**src/rtl/pd_enc_pkg.sv**
```systemverilog
// Shared types and the RV32I field-to-word encoder used by insn_encoder.
// The encoder lives here so a reference model can call the same function.
package pd_enc_pkg;

  typedef enum logic [2:0] {
    FMT_R = 3'd0,
    FMT_I = 3'd1,
    FMT_S = 3'd2,
    FMT_B = 3'd3,
    FMT_U = 3'd4,
    FMT_J = 3'd5
  } fmt_e;

  typedef enum logic [1:0] {
    RUN   = 2'd0,
    DRAIN = 2'd1,
    DONE  = 2'd2
  } enc_state_e;

  localparam logic [31:0] ECALL_WORD = 32'h0000_0073;

  typedef struct packed {
    logic [31:0] word;
    logic        bad_fmt;  // fmt 6..7: nothing to encode
    logic        bad_imm;  // B/J branch offset with bit 0 set
  } enc_result_t;

  function automatic enc_result_t encode_insn(
    input logic [2:0]  fmt,
    input logic [6:0]  opcode,
    input logic [4:0]  rd,
    input logic [4:0]  rs1,
    input logic [4:0]  rs2,
    input logic [2:0]  funct3,
    input logic [6:0]  funct7,
    input logic [31:0] imm
  );
    enc_result_t r;
    // NOTE: every field gets a default before the case so no path leaves it unassigned.
    r = '0;
    case (fmt_e'(fmt))
      FMT_R: r.word = {funct7, rs2, rs1, funct3, rd, opcode};
      FMT_I: r.word = {imm[11:0], rs1, funct3, rd, opcode};
      FMT_S: r.word = {imm[11:5], rs2, rs1, funct3, imm[4:0], opcode};
      FMT_B: begin
        r.word    = {imm[12], imm[10:5], rs2, rs1, funct3, imm[4:1], imm[11], opcode};
        r.bad_imm = imm[0];
      end
      FMT_U: r.word = {imm[31:12], rd, opcode};
      FMT_J: begin
        r.word    = {imm[20], imm[10:1], imm[11], imm[19:12], rd, opcode};
        r.bad_imm = imm[0];
      end
      default: r.bad_fmt = 1'b1;
    endcase
    return r;
  endfunction

endpackage

```
**src/rtl/enc_fifo.sv**
```systemverilog
// Synchronous FIFO with wrap-bit pointers, full/empty flags, a one-entry-left
// flag for drain detection, and a synchronous flush.
module enc_fifo #(
  parameter int DEPTH = 4,
  parameter int WIDTH = 32
) (
  input  logic             clk,
  input  logic             rst_n,
  input  logic             flush,
  input  logic             push,
  input  logic [WIDTH-1:0] push_data,
  input  logic             pop,
  output logic [WIDTH-1:0] pop_data,
  output logic             full,
  output logic             empty,
  output logic             one_left
);

  localparam int AW = $clog2(DEPTH);

  logic [AW:0]      wr_ptr_q, rd_ptr_q;
  logic [AW:0]      level;
  logic [WIDTH-1:0] mem_q [DEPTH];
  logic             do_push, do_pop;

  assign level    = wr_ptr_q - rd_ptr_q;
  assign empty    = (level == '0);
  assign full     = (level == (AW+1)'(DEPTH));
  assign one_left = (level == (AW+1)'(1));
  assign do_push  = push && !full;
  assign do_pop   = pop && !empty;
  assign pop_data = mem_q[rd_ptr_q[AW-1:0]];

  // NOTE: state registers use non-blocking assignments so all flops update together at the edge.
  always_ff @(posedge clk or negedge rst_n) begin
    if (!rst_n) begin
      wr_ptr_q <= '0;
      rd_ptr_q <= '0;
    end else if (flush) begin
      wr_ptr_q <= '0;
      rd_ptr_q <= '0;
    end else begin
      if (do_push) wr_ptr_q <= wr_ptr_q + (AW+1)'(1);
      if (do_pop)  rd_ptr_q <= rd_ptr_q + (AW+1)'(1);
    end
  end

  // NOTE: storage is deliberately not reset; the pointers alone define which entries are valid.
  always_ff @(posedge clk) begin
    if (do_push) mem_q[wr_ptr_q[AW-1:0]] <= push_data;
  end

endmodule

```
**src/rtl/insn_encoder.sv**
```systemverilog
// Re-encodes decoded RV32I field bundles into instruction words and writes them
// to sequential memory addresses; an ECALL ends the program and raises done.
module insn_encoder
  import pd_enc_pkg::*;
#(
  parameter int                    ADDR_WIDTH = 32,
  parameter logic [ADDR_WIDTH-1:0] BASE_ADDR  = ADDR_WIDTH'(32'h0100_0000),
  parameter int                    FIFO_DEPTH = 4
) (
  input  logic                  clk,
  input  logic                  reset,
  input  logic                  restart,
  input  logic                  in_valid,
  output logic                  in_ready,
  input  logic [2:0]            in_fmt,
  input  logic [6:0]            in_opcode,
  input  logic [4:0]            in_rd,
  input  logic [4:0]            in_rs1,
  input  logic [4:0]            in_rs2,
  input  logic [2:0]            in_funct3,
  input  logic [6:0]            in_funct7,
  input  logic [31:0]           in_imm,
  output logic                  wr_valid,
  input  logic                  wr_ready,
  output logic [ADDR_WIDTH-1:0] wr_addr,
  output logic [31:0]           wr_data,
  output logic [15:0]           insn_count,
  output logic                  done,
  output logic                  err
);

  enc_state_e            state_q;
  logic                  rdy_en_q;
  logic [ADDR_WIDTH-1:0] addr_q;
  logic [15:0]           count_q;
  logic                  err_q, done_q;

  enc_result_t enc;
  logic        accept, push, wr_fire;
  logic        fifo_full, fifo_empty, fifo_one_left;
  logic [31:0] fifo_data;

  assign enc = encode_insn(in_fmt, in_opcode, in_rd, in_rs1, in_rs2,
                           in_funct3, in_funct7, in_imm);

  // rdy_en_q keeps in_ready low until the first edge after reset releases.
  assign in_ready = rdy_en_q && (state_q == RUN) && !fifo_full;
  assign accept   = in_valid && in_ready && !restart;
  assign push     = accept && !enc.bad_fmt;
  assign wr_valid = !fifo_empty;
  assign wr_fire  = wr_valid && wr_ready;
  assign wr_data  = fifo_empty ? 32'h0 : fifo_data;

  assign wr_addr    = addr_q;
  assign insn_count = count_q;
  assign done       = done_q;
  assign err        = err_q;

  enc_fifo #(.DEPTH(FIFO_DEPTH), .WIDTH(32)) u_fifo (
    .clk       (clk),
    .rst_n     (reset),
    .flush     (restart),
    .push      (push),
    .push_data (enc.word),
    .pop       (wr_fire),
    .pop_data  (fifo_data),
    .full      (fifo_full),
    .empty     (fifo_empty),
    .one_left  (fifo_one_left)
  );

  always_ff @(posedge clk or negedge reset) begin
    if (!reset) begin
      state_q  <= RUN;
      rdy_en_q <= 1'b0;
      addr_q   <= BASE_ADDR;
      count_q  <= '0;
      err_q    <= 1'b0;
      done_q   <= 1'b0;
    end else begin
      rdy_en_q <= 1'b1;
      if (restart) begin
        state_q <= RUN;
        addr_q  <= BASE_ADDR;
        count_q <= '0;
        err_q   <= 1'b0;
        done_q  <= 1'b0;
      end else begin
        if (wr_fire) begin
          addr_q <= addr_q + ADDR_WIDTH'(4);
          if (count_q != 16'hFFFF) count_q <= count_q + 16'd1;
        end
        if (accept && (enc.bad_fmt || enc.bad_imm)) err_q <= 1'b1;
        case (state_q)
          RUN:   if (push && enc.word == ECALL_WORD) state_q <= DRAIN;
          // No pushes happen in DRAIN, so popping the last entry empties the FIFO.
          DRAIN: if (wr_fire && fifo_one_left) begin
            state_q <= DONE;
            done_q  <= 1'b1;
          end
          DONE:    ;
          default: state_q <= RUN;
        endcase
      end
    end
  end

endmodule

```
**config.mk**
```make
export PLATFORM = sky130hd
export DESIGN_NAME = insn_encoder
export DESIGN_NICKNAME = d
export VERILOG_FILES = /design/src/rtl/pd_enc_pkg.sv /design/src/rtl/enc_fifo.sv /design/src/rtl/insn_encoder.sv
export SDC_FILE = /design/constraint.sdc
export NUM_CORES = 1
export LEC_CHECK = 0
export ABC_AREA = 0
export BUFFER_PORTS_ARGS = -buffer_cell sky130_fd_sc_hd__buf_2
export CAP_MARGIN = 5
export CORE_MARGIN = 3
export CORE_UTILIZATION = 45
export DETAILED_ROUTE_END_ITERATION = 7
export PLACE_DENSITY = 0.74
export SETUP_SLACK_MARGIN = 0.3
export SLEW_MARGIN = 15
export SYNTH_ARGS = -nofsm -noshare
export SYNTH_HDL_FRONTEND = slang
export SYNTH_SLANG_ARGS = --single-unit
```
**constraint.sdc**
```tcl
create_clock -name clk -period 9.3 [get_ports clk]
set_input_delay 1.395 -clock clk [delete_from_list [all_inputs] [get_ports clk]]
set_output_delay 1.395 -clock clk [all_outputs]
set_load 0.03 [all_outputs]
```
**Yosys cells after proc, flatten, opt, wreduce, memory -nomap -nowiden**

Memories as Yosys holds them, arrays and structs flattened.
Cells that the tools add are included.

- Add/sub/neg operators: 5
- Equality and inequality tests: 14
- Muxes and demuxes: 24
- Reduce and logical (&&, ||, !) cells: 30

Operators by type and width:

| operator | number |
|---|---|
| 32-bit one-hot mux with 6 select lines | 1 |
| 32-bit 2-to-1 mux | 3 |
| 16-bit 2-to-1 mux | 3 |
| 32-bit by 3-bit adder with 32-bit output (second input constant) | 1 |
| 32-bit by 7-bit == test with 1-bit output (second input constant) | 1 |
| 16-bit by 1-bit adder with 16-bit output (second input constant) | 1 |
| 16-bit != test (second input constant) | 1 |
| 2-bit nonzero test | 7 |
| 3-bit 2-to-1 mux | 4 |
| 1-bit logical AND | 11 |
| 3-bit == test (second input constant) | 3 |
| 1-bit 2-to-1 mux | 9 |
| 3-bit by 1-bit adder with 3-bit output (second input constant) | 2 |
| 3-bit by 1-bit == test with 1-bit output (second input constant) | 2 |
| 3-bit by 2-bit == test with 1-bit output (second input constant) | 2 |
| 3-bit zero test | 2 |
| 2-bit 2-to-1 mux | 3 |
| 2-bit one-hot mux with 3 select lines | 1 |
| 6-bit OR reduction | 1 |
| 2-bit AND reduction | 2 |
| 1-bit zero test | 3 |
| 3-bit by 2-bit != test with 1-bit output (second input constant) | 1 |
| 3-bit != test (second input constant) | 1 |
| 3-bit AND reduction | 1 |
| 7 further kinds | 7 |

- Bits in registers: 59
- Bits in writable memories: 128
- Word-level logic and storage cells: 82
- Memories: 1

Memories:

| memory | words | bits a word | read ports | clocked after memory_dff | write ports | RTL line | RTL |
|---|---|---|---|---|---|---|---|
| u_fifo.mem_q | 4 | 32 | 1 | 0 | 1 | enc_fifo.sv:23 | `logic [WIDTH-1:0] mem_q [DEPTH];` |

**Logic depth before layout (Yosys ltp)**

- Depth in word-level cells: 11
- Mapped depth: 10
- Depth with buffers taken out: 9

**Modules after synthesis**

A second synthesis with hierarchy kept.

- Cell total of the unflattened synthesis: 641
- Area total of the unflattened synthesis: 8568.2 sq um

By module, submodules not included:

| module | instances | cells an instance | area each (sq um) | sequential area each (sq um) |
|---|---|---|---|---|
| enc_fifo | 1 | 216 | 5116.2 | 3993.8 |
| insn_encoder | 1 | 425 | 3452.1 | 1277.5 |

**Worst setup path after synthesis**

OpenSTA, ideal clock, no wires.

- Kind: register -> output
- Start: register u_fifo.wr_ptr_q[0]
- End: output port wr_valid
- Arrival time: 2100 ps
- Setup slack: 5805 ps
- Stages on the path, launching flop included: 8
- Cell sequence: dfrtp_1 inv_1 ha_1 fa_1 xor3_2 nor2_1 clkbuf_1 inv_1

- Cells in the longest elaborated chain, start to end: 3

RTL lines:

| item | RTL line | RTL |
|---|---|---|
| start, declared | enc_fifo.sv:21 | `logic [AW:0] wr_ptr_q, rd_ptr_q;` |
| start signal, assigned | enc_fifo.sv:43 | `if (do_push) wr_ptr_q <= wr_ptr_q + (AW+1)'(1);` |
| 3-bit subtractor | enc_fifo.sv:26 | `assign level = wr_ptr_q - rd_ptr_q;` |
| 3-bit zero test | enc_fifo.sv:27 | `assign empty = (level == '0);` |
| 1-bit zero test | insn_encoder.sv:50 | `assign wr_valid = !fifo_empty;` |
| end, declared | insn_encoder.sv:23 | `output logic wr_valid,` |

Every way passes these cells.

**Final worst setup path**

- Start: register u_fifo.wr_ptr_q[0]
- End: output port wr_data[17]

- Cells in the longest elaborated chain, start to end: 3

RTL lines:

| item | RTL line | RTL |
|---|---|---|
| 3-bit subtractor | enc_fifo.sv:26 |  |
| 3-bit zero test | enc_fifo.sv:27 |  |
| 32-bit 2-to-1 mux | insn_encoder.sv:52 | `assign wr_data = fifo_empty ? 32'h0 : fifo_data;` |
| end, declared | insn_encoder.sv:26 | `output logic [31:0] wr_data,` |

Every way passes these cells.

==> metrics.md <==
| Metric | Value |
|---|---|
| Status | completed |
| CP peak stage delay | between 0.6 and 0.7 ns |
| Max Transition Viols Final | 0 |
| Worst min-delay path class | flop to flop |
| Met1 Wirelength | 8550 um |
| Via count | 5893 |
| Reg area | 5270 sq um |
| Crit. path cell count | 7 |
| Reg2reg start | u_fifo.wr_ptr_q[0] |
| Global route total overflow | 0 |
| Synthesized area per cell | 13.0 sq um |
| Most common cell in the netlist | edfxtp_1 |
| Gate Count Post-Synth | about 660 |
| Area of the die | 20700 sq um |
| Cell Area, Synth | 8580 sq um |
| Register area share after synthesis | between 60% and 70% |
| Die height | around 140 um |
| Setup_tns | 0 ns |
| 1st-pass router iterations | 5 |
| DP Wirelength | 13500 um |
| Largest net degree at the start of global routing | between 50 and 60 |
| DRT iter0 DRCs | 397 |
| RSZ-0062 raised after global routing | false |
| DR WL/cell | 18.8 um |
| Reg2reg end | u_fifo.mem_q[1][0] |
| Sequential share of power | 40.2% |
| Achievable frequency | 0.232 GHz |
| Worst hold start | err |
| Vias per cell | approximately 5.6 |
| Largest cells by area after synthesis | edfxtp_1 (45%), dfrtp_1 (16%), mux4_2 (8.4%) |
| Detail Route met3 WL | between 1000 and 1500 um |
| Detail Route met2 WL | 9540 um |
| Gate power share | 28.0% |
| Clock sink total | ~190 |
| R2R cell count | 7 |
| Clock slew at reported path FFs | 0.07 ns |
| YS warnings | 0 |
| Synth top area share | 44.8% |
| Tot GR Track Use | 19.4% |
| Area growth, synth to finish | 18.6% |
| Starting Density | 46.8% |
| Minimum clock period | roughly 4.3 ns |
| Core region area | 18300 sq um |
| WL final | 19800 um |
| Max_slew headroom | 38.9% |
| # Max-Cap Violations | 0 |
| Top FF cell, synth | edfxtp_1 |
| Critical Path RT | a little under 8 ns |
| Root buf cell | clkbuf_16 |
| Peak VDD IR | 144 uV |
| Worst EP arrival | 2.92 ns |
| Final Skew | around 0.0085 ns |
| CP max FO | 35 |
| Net count, final | 893 |
| Port bufs | 153 |
| WP buf/inv | 2 |
| Kind of cell adding the most delay to the critical path | simple AND/OR/NAND/NOR gates |
| Overall power | 2.30 mW |
| Ys async rst share | 30.8% |
| Vias in the first global route | approximately 5.7k |
| Placer Congestion | 0.861 |
| DR DRC count | 0 |
| Multi-input gate area | slightly above 3000 sq um |
| Net switching power figure | ~0.8 mW |
| Pwr Density | 226 nW/um^2 |
| PostCTS Resize Cnt | 0 |
| Fraction of layout cells with a size suffix above 1 | between 20% and 30% |
| Leak | 3.98 nW |
| Fin. Hold Viols | 0 |
| CTS tree | yes |
| Nature of the critical path endpoint | primary output |
| Internal power | about 1.5 mW |
| Dpl ws | 5.30 ns |
| Distinct cells, synth | about 60 |
| Clk_lat worst skew | 0.42 ns |
| Hold Path End | err |
| Slowest CP cell | nor2_4 |
| Deepest clock path buffer count | 2 |
| Post-CTS Setup Repair Bufs | 0 |
| Fin crit share | 46.4% |
| Yosys reg bits | 185 |
| Least-Margin Pin Slew | 0.915 ns |
| EDFF count, synth | 128 |
| First-pass GRT wire length | 31100 um |
| Htree depth | 4 |
| FP Rows | 49 |
| Leading area contributor after synthesis | edfxtp_1 |
| Endpoints failing setup | 0 |
| Switching part of the total | between 30% and 40% |
| Nature of the critical path startpoint | flop |
| CTS Hold Buffers Added | 0 |
| Kind of critical path | flop to primary output |
| Hold path cells | 2 |
| Filler Cell Count | roughly 1.5k |
| Initial antenna violation count | 0 |
| Commonest cells post-synth | edfxtp_1 (128), dfrtp_1 (56), nor2_1 (56) |
| Diode count | 0 |
| Final ANT Viol Nets | 0 |
| PnR worst setup slack | about 5.0 ns |
| Total CTS buffers | 17 |
| DIE WIDTH | roughly 140 um |
| IO Count | 156 |
| CP Cell Sequence | inv_1, ha_1, fa_1, xor3_2, nor2_4, nor2b_1, buf_2 |
| Clk pwr share | 31.8% |
| Max Used Layer | met4 |
| Min Hold Slack | 0.517 ns |
| Reg2Reg Setup Slack | ~6 ns |
==> placed cells by master, fill, tap and decap left out, types with 5 or more instances in the layout <==
cell type  synthesis  layout
edfxtp_1         128     128
clkbuf_16          0      17
a22oi_1            6       6
ha_1               8       8
a21oi_1           19      19
nor3_1             8       8
o21ai_0           37      37
dfrtp_1           56      55
and2_1            15      15
buf_4              2      10
nor4_1             7       7
nand2b_1           8       8
nor2b_1           39      39
nand3_1           25      25
nand2_1           39      39
buf_2              0     153
mux4_2            32      32
and3_1             5       5
or3_1              8       8
xor2_1            18      18
nor2_1            56      55
inv_8              0       6
xnor2_1           19      19
nand4_1           14      14
inv_1             27      27
==> layout make-up <==
type / count / share of cell area [%]
clock buffer: 17 / 4.18
clock inverter: 15 / 1.73
inverter: 27 / 0.996
multi-input combinational: 418 / 30.2
sequential: 185 / 51.8
tap: 229 / 2.82
timing repair buffer: 163 / 8.26
==> metal layers <==
metal / global-route usage, % / up-vias
met5: 0 / -
met4: 5.30 / 0
met3: 4.00 / 23
met2: 31.4 / 242
met1: 27.1 / 2892
li1: - / 2736
==> power groups by stage <==
stage | clock network, mW | logic, mW | registers (mW)
6_report | 0.730 | 0.643 | 0.922
5_1_grt | 0.781 | 0.694 | 0.925
4_1_cts | 0.746 | 0.657 | 0.922
3_5_place_dp | 0 | 0.655 | 0.940
3_3_place_gp | 0 | 0.649 | 0.939
2_1_floorplan | 0 | 0.444 | 0.952
==> worst register-to-register path, delay by kind of cell (launching register included) <==
| kind | cells | cell delay (ns) |
|---|---|---|
| AO/OA/AOI/OAI | 1 | 0.49 |
| XOR/XNOR | 1 | 0.31 |
| adder cells (fa/ha/maj) | 2 | 0.57 |
| buffers and inverters | 2 | 0.51 |
| flip-flops | 1 | 0.41 |
| AND/OR/NAND/NOR | 1 | 0.70 |
==> through the flow <==
step | instance area (sq um) | std cells | utilization [%]
after floorplan | 8580 | 662 | -
after global placement | 9570 | 1022 | 52.2
after detailed placement | 9570 | 1022 | 52.2
after CTS | 10200 | 1054 | 55.5
after global routing | 10200 | 1054 | 55.5
final | 10200 | 1054 | 55.5
==> sequential cells by signal, summed over array words and instances (netlist names) <==
name             cells
err                  1
rdy_en_q             1
wr_addr             30
u_fifo.rd_ptr_q      3
insn_count          16
done                 1
u_fifo.wr_ptr_q      3
u_fifo.mem_q       128
state_q              2
==> how the worst max path moves through the flow <==
| stage | start | end | slack, ns |
|---|---|---|---|
| 2_1_floorplan | u_fifo.wr_ptr_q[0] | wr_valid | 5.81 |
| 3_3_place_gp | in_fmt[1] | u_fifo.mem_q[1][4] | 5.37 |
| 3_5_place_dp | in_fmt[1] | u_fifo.mem_q[1][6] | 5.30 |
| 4_1_cts | u_fifo.wr_ptr_q[0] | wr_data[17] | 4.88 |
| 5_1_grt | u_fifo.wr_ptr_q[0] | wr_data[17] | 4.82 |
| 6_report | u_fifo.wr_ptr_q[0] | wr_data[17] | 4.98 |
==> logic make-up (layout without fill, tap and decap cells) <==
logic type / after synthesis / after routing / share of synthesized area (%)
simple gates: 248 / 248 / 15.4
flops: 185 / 185 / 61.5
compound gates: 83 / 83 / 5.68
buf+inv: 59 / 222 / 2.86
xor+xnor: 38 / 38 / 4.07
mux: 36 / 36 / 8.90
fa+ha+maj: 10 / 10 / 1.52
other cells: 2 / 3 / 0.0876
(Power assumes the default switching activity.)
